[src/rtl/can_bit_timing_pkg.sv]
// Shared types and default widths for the CAN bit timing slice.
package can_pkg;

   typedef enum logic [1:0] {SEG_SYNC, SEG_SEG1, SEG_SEG2} bit_seg_t;

   localparam logic RECESSIVE = 1'b1;
   localparam logic DOMINANT  = 1'b0;

   localparam int BRP_W   = 8;
   localparam int TSEG1_W = 4;
   localparam int TSEG2_W = 3;
   localparam int SJW_W   = 2;

endpackage

[src/rtl/can_bit_timing_tq_prescaler.sv]
// Time-quantum prescaler: tq_tick on the last clk of each tq; sync_clr makes
// the current clk count as the first clk of a fresh tq.
module can_tq_prescaler #(
   parameter int BRP_W = can_pkg::BRP_W
) (
   input  logic             clk,
   input  logic             nRST,
   input  logic             sync_clr,
   input  logic [BRP_W-1:0] brp,
   output logic             tq_tick
);

   logic [BRP_W-1:0] cnt;
   logic [BRP_W-1:0] cnt_eff;

   assign cnt_eff = sync_clr ? '0 : cnt;
   assign tq_tick = (cnt_eff == brp);

   always_ff @(posedge clk or negedge nRST) begin
      if (!nRST) begin
         cnt <= '0;
      end else begin
         cnt <= tq_tick ? '0 : cnt_eff + BRP_W'(1);
      end
   end

endmodule

[src/rtl/can_bit_timing.sv]
// CAN bit timing: sequences SYNC/SEG1/SEG2 per bit, applies hard sync and
// SJW-limited resync, and emits the sample and transmit points.
module can_bit_timing #(
   parameter int BRP_W   = can_pkg::BRP_W,
   parameter int TSEG1_W = can_pkg::TSEG1_W,
   parameter int TSEG2_W = can_pkg::TSEG2_W,
   parameter int SJW_W   = can_pkg::SJW_W
) (
   input  logic               clk,
   input  logic               nRST,
   input  logic               edgedet,
   input  logic               canrx,
   input  logic               hard_sync_en,
   input  logic [BRP_W-1:0]   brp,
   input  logic [TSEG1_W-1:0] tseg1,
   input  logic [TSEG2_W-1:0] tseg2,
   input  logic [SJW_W-1:0]   sjw,
   output logic               sample_pulse,
   output logic               rx_bit,
   output logic               tx_point
);
   import can_pkg::*;

   // Segment counter must hold tseg1 + 1 + (sjw + 1) without wrapping.
   localparam int CW = TSEG1_W + 1;
   localparam int SW = CW + TSEG2_W + SJW_W + 2;

   bit_seg_t           state, state_n;
   logic [CW-1:0]      seg_cnt, cnt_n;
   logic [SJW_W:0]     ext, ext_n, ext_eff, sjw1;
   logic [TSEG2_W-1:0] adj, adj_n, seg2_end, end_eff;
   logic               adj_vld, adj_vld_n;
   logic               resync_done, done_n;
   logic               sample_n, tx_n, rx_n;
   logic               tq_tick, hard_sync, resync;

   function automatic logic [SJW_W:0] seg1_ext(input logic [CW-1:0] k,
                                                input logic [SJW_W:0] lim);
      logic [CW-1:0] k1;
      k1 = k + CW'(1);
      return (k1 < CW'(lim)) ? k1[SJW_W:0] : lim;
   endfunction

   // Shortened SEG2 end index; never earlier than the tq the edge landed in.
   function automatic logic [TSEG2_W-1:0] seg2_sat(input logic [CW-1:0] k,
                                                   input logic [TSEG2_W-1:0] t2,
                                                   input logic [SJW_W:0] lim);
      logic signed [SW-1:0] diff;
      logic signed [SW-1:0] ks;
      diff = $signed(SW'(t2)) - $signed(SW'(lim));
      ks   = $signed(SW'(k));
      return (diff > ks) ? TSEG2_W'(diff) : TSEG2_W'(k);
   endfunction

   assign sjw1      = {1'b0, sjw} + (SJW_W+1)'(1);
   assign seg2_end  = adj_vld ? adj : tseg2;
   assign hard_sync = hard_sync_en & edgedet;
   assign resync    = edgedet & ~hard_sync_en & (rx_bit == RECESSIVE) & ~resync_done;

   can_tq_prescaler #(.BRP_W(BRP_W)) u_prescaler (
      .clk      (clk),
      .nRST     (nRST),
      .sync_clr (hard_sync),
      .brp      (brp),
      .tq_tick  (tq_tick)
   );

   always_ff @(posedge clk or negedge nRST) begin
      if (!nRST) begin
         state        <= SEG_SYNC;
         seg_cnt      <= '0;
         ext          <= '0;
         adj          <= '0;
         adj_vld      <= 1'b0;
         resync_done  <= 1'b0;
         sample_pulse <= 1'b0;
         tx_point     <= 1'b0;
         rx_bit       <= RECESSIVE;
      end else begin
         state        <= state_n;
         seg_cnt      <= cnt_n;
         ext          <= ext_n;
         adj          <= adj_n;
         adj_vld      <= adj_vld_n;
         resync_done  <= done_n;
         sample_pulse <= sample_n;
         tx_point     <= tx_n;
         rx_bit       <= rx_n;
      end
   end

   always_comb begin
      state_n   = state;
      cnt_n     = seg_cnt;
      done_n    = resync_done;
      rx_n      = rx_bit;
      sample_n  = 1'b0;
      tx_n      = 1'b0;
      ext_eff   = ext;
      end_eff   = seg2_end;
      adj_vld_n = adj_vld;
      // Resync acts on the pre-tick segment and index; its result applies to this tq's end check.
      if (resync) begin
         done_n = 1'b1;
         case (state)
            SEG_SEG1: ext_eff = seg1_ext(seg_cnt, sjw1);
            SEG_SEG2: begin
               end_eff   = seg2_sat(seg_cnt, tseg2, sjw1);
               adj_vld_n = 1'b1;
            end
            default: ;
         endcase
      end
      ext_n = ext_eff;
      adj_n = end_eff;
      if (hard_sync) begin
         state_n   = tq_tick ? SEG_SEG1 : SEG_SYNC;
         cnt_n     = '0;
         ext_n     = '0;
         done_n    = 1'b0;
         adj_vld_n = 1'b0;
      end else if (tq_tick) begin
         case (state)
            SEG_SYNC: begin
               state_n = SEG_SEG1;
               cnt_n   = '0;
            end
            SEG_SEG1: begin
               if (seg_cnt == CW'(tseg1) + CW'(ext_eff)) begin
                  state_n  = SEG_SEG2;
                  cnt_n    = '0;
                  sample_n = 1'b1;
                  rx_n     = canrx;
               end else begin
                  cnt_n = seg_cnt + CW'(1);
               end
            end
            SEG_SEG2: begin
               if (seg_cnt == CW'(end_eff)) begin
                  state_n   = SEG_SYNC;
                  cnt_n     = '0;
                  tx_n      = 1'b1;
                  ext_n     = '0;
                  done_n    = 1'b0;
                  adj_vld_n = 1'b0;
               end else begin
                  cnt_n = seg_cnt + CW'(1);
               end
            end
            default: state_n = SEG_SYNC;
         endcase
      end
   end

endmodule

[config.mk]
export PLATFORM = sky130hd
export DESIGN_NAME = can_bit_timing
export DESIGN_NICKNAME = d
export VERILOG_FILES = /design/src/rtl/can_bit_timing_pkg.sv /design/src/rtl/can_bit_timing_tq_prescaler.sv /design/src/rtl/can_bit_timing.sv
export SDC_FILE = /design/constraint.sdc
export NUM_CORES = 1
export LEC_CHECK = 0
export BUFFER_PORTS_ARGS = -buffer_cell sky130_fd_sc_hd__clkbuf_2
export CAP_MARGIN = 15
export CORE_MARGIN = 2
export CORE_UTILIZATION = 48
export CTS_CLUSTER_DIAMETER = 30
export DETAILED_ROUTE_END_ITERATION = 6
export PLACE_DENSITY = 0.67
export SLEW_MARGIN = 20
export SYNTH_ARGS = -nofsm -noshare
export SYNTH_HDL_FRONTEND = slang
export SYNTH_SLANG_ARGS = --single-unit
export TNS_END_PERCENT = 1
[constraint.sdc]
create_clock -name clk -period 9.8 [get_ports clk]
set_clock_uncertainty 0.15 [all_clocks]
set_input_delay 0.98 -clock clk [delete_from_list [all_inputs] [get_ports clk]]
set_output_delay 0.98 -clock clk [all_outputs]
set_load 0.05 [all_outputs]
* Yosys cells after proc, flatten, opt, wreduce, memory -nomap -nowiden
Index checks and enable logic that the tools add are counted.
Storage, ports and cells: register bits 26, output and inout bits 3, word-level logic and storage cells 80, bits of input ports 22
Cells by class: reductions and logical operators 6, equal/unequal tests 7, order comparisons 2, add/subtract/negate cells 5, muxes and demuxes 43, bitwise gates (word level) 7
Operators with widths (number):
- $mux 3 | 11
- $mux 1 | 20
- $mux 5 | 4
- $mux 8 | 2
- $pmux 5 s3 | 1
- $add 8x1->8 const B | 1
- $eq 8x8->1 | 1
- $mux 2 | 4
- $gt 4x6->1 | 1
- $ne 3x2->1 const B | 2
- $pmux 2 s3 | 1
- $add 4x3->5 | 1
- $add 5x1->5 const B | 1
- $eq 5x3->1 | 1
- $eq 5x5->1 | 1
- $lt 5x3->1 | 1
- $and 1x1->1 | 4
- $reduce_and 4->1 | 1
- $reduce_bool 4->1 | 1
- $sub 3x3->4 | 1
- $add 2x1->3 const B | 1
- $not 1->1 | 3
- $reduce_and 3->1 | 1
- $eq 2x1->1 const B | 1
- 4 further kinds | 4

* Longest topological paths before layout
word-level depth 11, depth in mapped cells 16, depth with buffers taken out 16

* By module
A second synthesis with hierarchy kept.
Second synthesis, totals: cells, all modules 235, area total of the unflattened synthesis 2188.3 sq um
Modules (own cells, without submodules):
- can_bit_timing | sequential area each 451.7 sq um, area each 1560.2 sq um, times used 1, cells each 170
- can_tq_prescaler | sequential area each 200.2 sq um, area each 628.1 sq um, times used 1, cells each 65

* Worst setup path before layout
OpenSTA, ideal clock, no wires.
path kind input to register, start point input port sjw[0], end point register seg_cnt[1], arrival time 4118 ps, stages 16, buffers on the path 0, library setup time 122 ps, slack 5411 ps, path through ha_1 inv_1 ha_1 a21oi_1 o221a_2 mux2i_1 mux2_2 ha_1 fa_1 xnor2_1 xnor2_1 nor3_1 nand3_1 and3_1 or2_1 a32o_1
Between the ends: word-level cells in the longest chain between the ends 11, elaborated cells on any way between the ends 18
Ends and longest elaborated chain:
- from (decl) | line can_bit_timing.sv:17 | input logic [SJW_W-1:0] sjw,
- $add 2x1->3 * | line can_bit_timing.sv:55 | assign sjw1 = {1'b0, sjw} + (SJW_W+1)'(1);
- $lt 5x3->1 or $sub 3x3->4 (tied branches) | line can_bit_timing.sv:41, can_bit_timing.sv:50
- $mux 3 or $gt 4x6->1 (tied branches) | line can_bit_timing.sv:41, can_bit_timing.sv:52
- $mux 3 (on tied branches) | line can_bit_timing.sv:105, can_bit_timing.sv:52
- $mux 3 (on tied branches) | line can_bit_timing.sv:103, can_bit_timing.sv:105
- $add 4x3->5 or $mux 3 (tied branches) | line can_bit_timing.sv:129, can_bit_timing.sv:103
- $eq 5x5->1 or $eq 5x3->1 (tied branches) | line can_bit_timing.sv:129, can_bit_timing.sv:139
- $mux 5 (on tied branches) | line can_bit_timing.sv:129, can_bit_timing.sv:139
- $pmux 5 s3 * | line can_bit_timing.sv:123 | case (state)
- $mux 5 * | line can_bit_timing.sv:122 | end else if (tq_tick) begin
- $mux 5 * | line can_bit_timing.sv:116 | if (hard_sync) begin
- to (signal assigned) | line can_bit_timing.sv:81 | seg_cnt <= cnt_n;
- to (decl) | line can_bit_timing.sv:29 | logic [CW-1:0] seg_cnt, cnt_n;
Mark *: on every way between the ends. The rest lies on a longest branch, timed or not. The select of a mux whose other input is x is not followed. A chain may end at the register's enable or synchronous reset.

* Worst setup path after layout
Same ends and word-level chain as after synthesis.

==> flow_summary.ini <==
[run_status]
outcome = finished, final reports clean

[cts]
htreeDepth = 1
clk_pin_slew_ns = 0.10
post-cts-setup-buffers = 0
clkSinkCount = 26
cts_buffers = 3
cts_resized = 0
clock_path_buffers = 2
cts-root-buf = clkbuf_8
hold_buffers = 0
cts_tree = yes
clock_latency_ns = 0.28

[pwr]
p_sw_share_pct = 29.7
p_sw_w = 0.0000849
p_int_w = 0.000201
seqPwrFrac_pct = 44.0
leakage_nw = 1.05
clkPwrFrac_pct = 32.6
power_frac_comb_pct = 23.4
p_per_area_mw_per_mm2 = 125
ir_drop_v = 0.0000949

[global_routing]
grt_max_degree = 27
grt_pass1_vias = 1644
grt-ovfl-total = 0
antenna_found_initial = 0
grt_pass1_wl_um = 7380
track_usage_pct = 18.5

[routing]
viasPerCell = 5.56
drtIter0Drc = 81
firstDrtPassIters = 4
vias = 1701
wl_um = 4220
ant_nets = 0
routedWlPerCell_um = 13.8
drc_errors = 0

[timing]
setup_tns_ns = 0
tightest_slew_ns = 0.709
period_needed_ns = 4.46
rsz0062_at_grt = no
final_max_slew_viol_count = 0
setup_ws_ns = 5.34
finalSetupViolCount = 0
max_clock_freq_mhz = 224
slew_headroom_pct = 52.7
whs_ns = 0.348
finalHoldViolations = 0
min_period_over_period_pct = 45.5

[critical_path]
required_ns = 9.83
worst-path-stages = 17
reg2regPathDepth = 15
cp_common_cell = ha_1
path_class = input pin to register
cp_data_arrival_time_ns = 4.49
path_delay_family = adder cells
reg2reg_slack_ns = 5.60
worstPathCellList = clkbuf_2 -> ha_1 -> inv_1 -> ha_1 -> a21oi_1 -> o221a_2 -> mux2i_1 -> mux2_2 -> ha_1 -> fa_1 -> xnor2_1 -> xnor2_1 -> nor3_1 -> nand3_1 -> and3_1 -> or2_1 -> a32o_1
critPathMaxFanout = 5
slowest_stage = fa_1
setup.worst_path.end_class = register
cp-start-kind = input pin
cpPeakStageDelay_ns = 0.41
path_buf_inv = 2

[synth]
synth_warnings = 0
ys_async_sr_fraction_pct = 100
ys_top_cells_by_area = dfrtp_1, ha_1, xnor2_1
syn_avg_cell_area_um2 = 8.93
synthMuxAreaShare_pct = 4.00
synth_top_family_by_area = simple AND/OR/NAND/NOR gates
ys_seq_elements = 26
netlist_instances = 235
ys_seq_area_share_pct = 31.1
synth-compound-area-share_pct = 16.9
ys.flop_type = dfrtp_1
synth_nets = 277
synth_top_area_share_pct = 29.8
synth_edf_count = 0
synth_cell_types = 52
synthSimpleGateAreaFrac_pct = 21.2
synth_top_area_cell = dfrtp_1
synth_fa_ha_area_share_pct = 12.6
syn-cell-area_mm2 = 0.00210
synth_xor_area_share_pct = 8.77

[finish]
drive_above_1_share_pct = 15.4
final_nets = 297
num_antenna_cells = 0
area_growth_pct = 9.18
fill_cells = 416
fin_util_pct = 53.4

[floorplan]
start_util_pct = 48.9
std_cell_rows = 24
die_x_um = 70.1
core_mm2 = 0.00429
die_y_um = 70.1
die_area_mm2 = 0.00492
ios = 25

[placement]
dpl.hpwl_um = 3240
dp_slack_ns = 5.03
io_buffer_count = 24
place.gp.congestion = 0.806

[min_path]
hold_depth = 2
hold_path_class = register to register

[run]
cap_violations = 0
[worst register-to-register path, stage by stage, from the launching register on]
cell	delay (ns)
dfrtp_1	0.54
ha_1	0.33
xnor2_1	0.35
xnor2_1	0.12
o221a_2	0.27
mux2i_1	0.12
mux2_2	0.29
ha_1	0.21
fa_1	0.41
xnor2_1	0.16
xnor2_1	0.13
nor3_1	0.14
nand3_1	0.11
and3_1	0.24
or2_1	0.27
a32o_1	0.27
[per-stage QoR]
stage | std cells | area [um^2] | total power, W
finish | 306 | 2290 | 0.000286
global route | 306 | 2290 | 0.000304
global placement | 302 | 2220 | 0.000194
floorplan | 235 | 2100 | 0.000178
detailed placement | 302 | 2220 | 0.000195
CTS | 306 | 2290 | 0.000287
[final timing paths]
path                             start     endpoint
max                             sjw[0]   seg_cnt[1]
min                        resync_done  resync_done
max reg2reg                 seg_cnt[0]   seg_cnt[1]
min reg2reg                resync_done  resync_done
max in group asynchronous         nRST       ext[1]
min in group asynchronous         nRST       adj[2]
[cell usage after synthesis (2+ instances only)]
library cell / n
a21o_1: 2
a21oi_1: 11
a31oi_1: 5
and2_1: 5
and3_1: 6
buf_2: 3
buf_4: 3
buf_6: 2
dfrtp_1: 25
fa_1: 2
ha_1: 18
inv_1: 13
mux2_2: 3
mux2i_1: 5
nand2_1: 18
nand3_1: 9
nor2_1: 26
nor2b_1: 5
nor3_1: 4
nor4bb_1: 4
o211ai_1: 3
o21ai_0: 10
o32ai_1: 4
or2_1: 2
xnor2_1: 14
xor2_1: 7
[layout by cell type (no fill, tap or decap), types with 2 or more instances in the layout]
| cell type | synthesis | layout |
|---|---|---|
| nor2_1 | 26 | 26 |
| and2_1 | 5 | 5 |
| clkbuf_2 | 0 | 24 |
| fa_1 | 2 | 2 |
| mux2_2 | 3 | 3 |
| or2_1 | 2 | 2 |
| xnor2_1 | 14 | 14 |
| o21ai_0 | 10 | 10 |
| nor2b_1 | 5 | 5 |
| clkbuf_8 | 0 | 3 |
| nand3_1 | 9 | 9 |
| a21oi_1 | 11 | 11 |
| o32ai_1 | 4 | 4 |
| and3_1 | 6 | 6 |
| o211ai_1 | 3 | 3 |
| nand2_1 | 18 | 18 |
| mux2i_1 | 5 | 5 |
| inv_1 | 13 | 13 |
| a21o_1 | 2 | 2 |
| ha_1 | 18 | 18 |
| dfrtp_1 | 25 | 25 |
| nor4bb_1 | 4 | 4 |
| xor2_1 | 7 | 7 |
| a31oi_1 | 5 | 5 |
| nor3_1 | 4 | 4 |
[cell families after synthesis]
logic type / count (synthesis)
simple gates: 87
compound gates: 51
xor+xnor: 21
buf+inv: 22
mux: 8
fa+ha+maj: 20
flops: 26
[layer usage]
layer / track usage, % / vias to the layer above / part of all wire [%]
met4: 4.06 / 0 / 0.59
met1: 25.8 / 796 / 51
met2: 29.9 / 27 / 45
met5: 0 / - / 0
met3: 3.61 / 4 / 3.1
li1: - / 874 / -
[flip-flops by register name, indices dropped and copies added (netlist names)]
| register | count |
|---|---|
| sample_pulse | 1 |
| seg_cnt | 5 |
| u_prescaler.cnt | 8 |
| adj | 3 |
| state | 2 |
| adj_vld | 1 |
| resync_done | 1 |
| tx_point | 1 |
| ext | 3 |
| rx_bit | 1 |
[final cells by class]
| cell class | instances | area [um^2] | share of cell area, % |
|---|---|---|---|
| Sequential cell | 26 | 652 | 28.5 |
| Inverter | 13 | 48.8 | 2.13 |
| Timing Repair Buffer | 24 | 120 | 5.24 |
| Clock inverter | 1 | 30.0 | 1.31 |
| Multi-Input combinational cell | 187 | 1330 | 58.2 |
| Tap cell | 52 | 65.1 | 2.84 |
| Clock buffer | 3 | 41.3 | 1.80 |
[power by group through the flow]
| stage | Sequential [W] | Clock [W] | Combinational [W] |
|---|---|---|---|
| final | 0.000126 | 0.0000932 | 0.0000669 |
| after global routing | 0.000128 | 0.0000987 | 0.0000769 |
| after CTS | 0.000126 | 0.0000940 | 0.0000673 |
| after detailed placement | 0.000128 | 0 | 0.0000669 |
| after global placement | 0.000128 | 0 | 0.0000660 |
| after floorplan | 0.000125 | 0 | 0.0000525 |
Power figures use the tool's default switching activity.
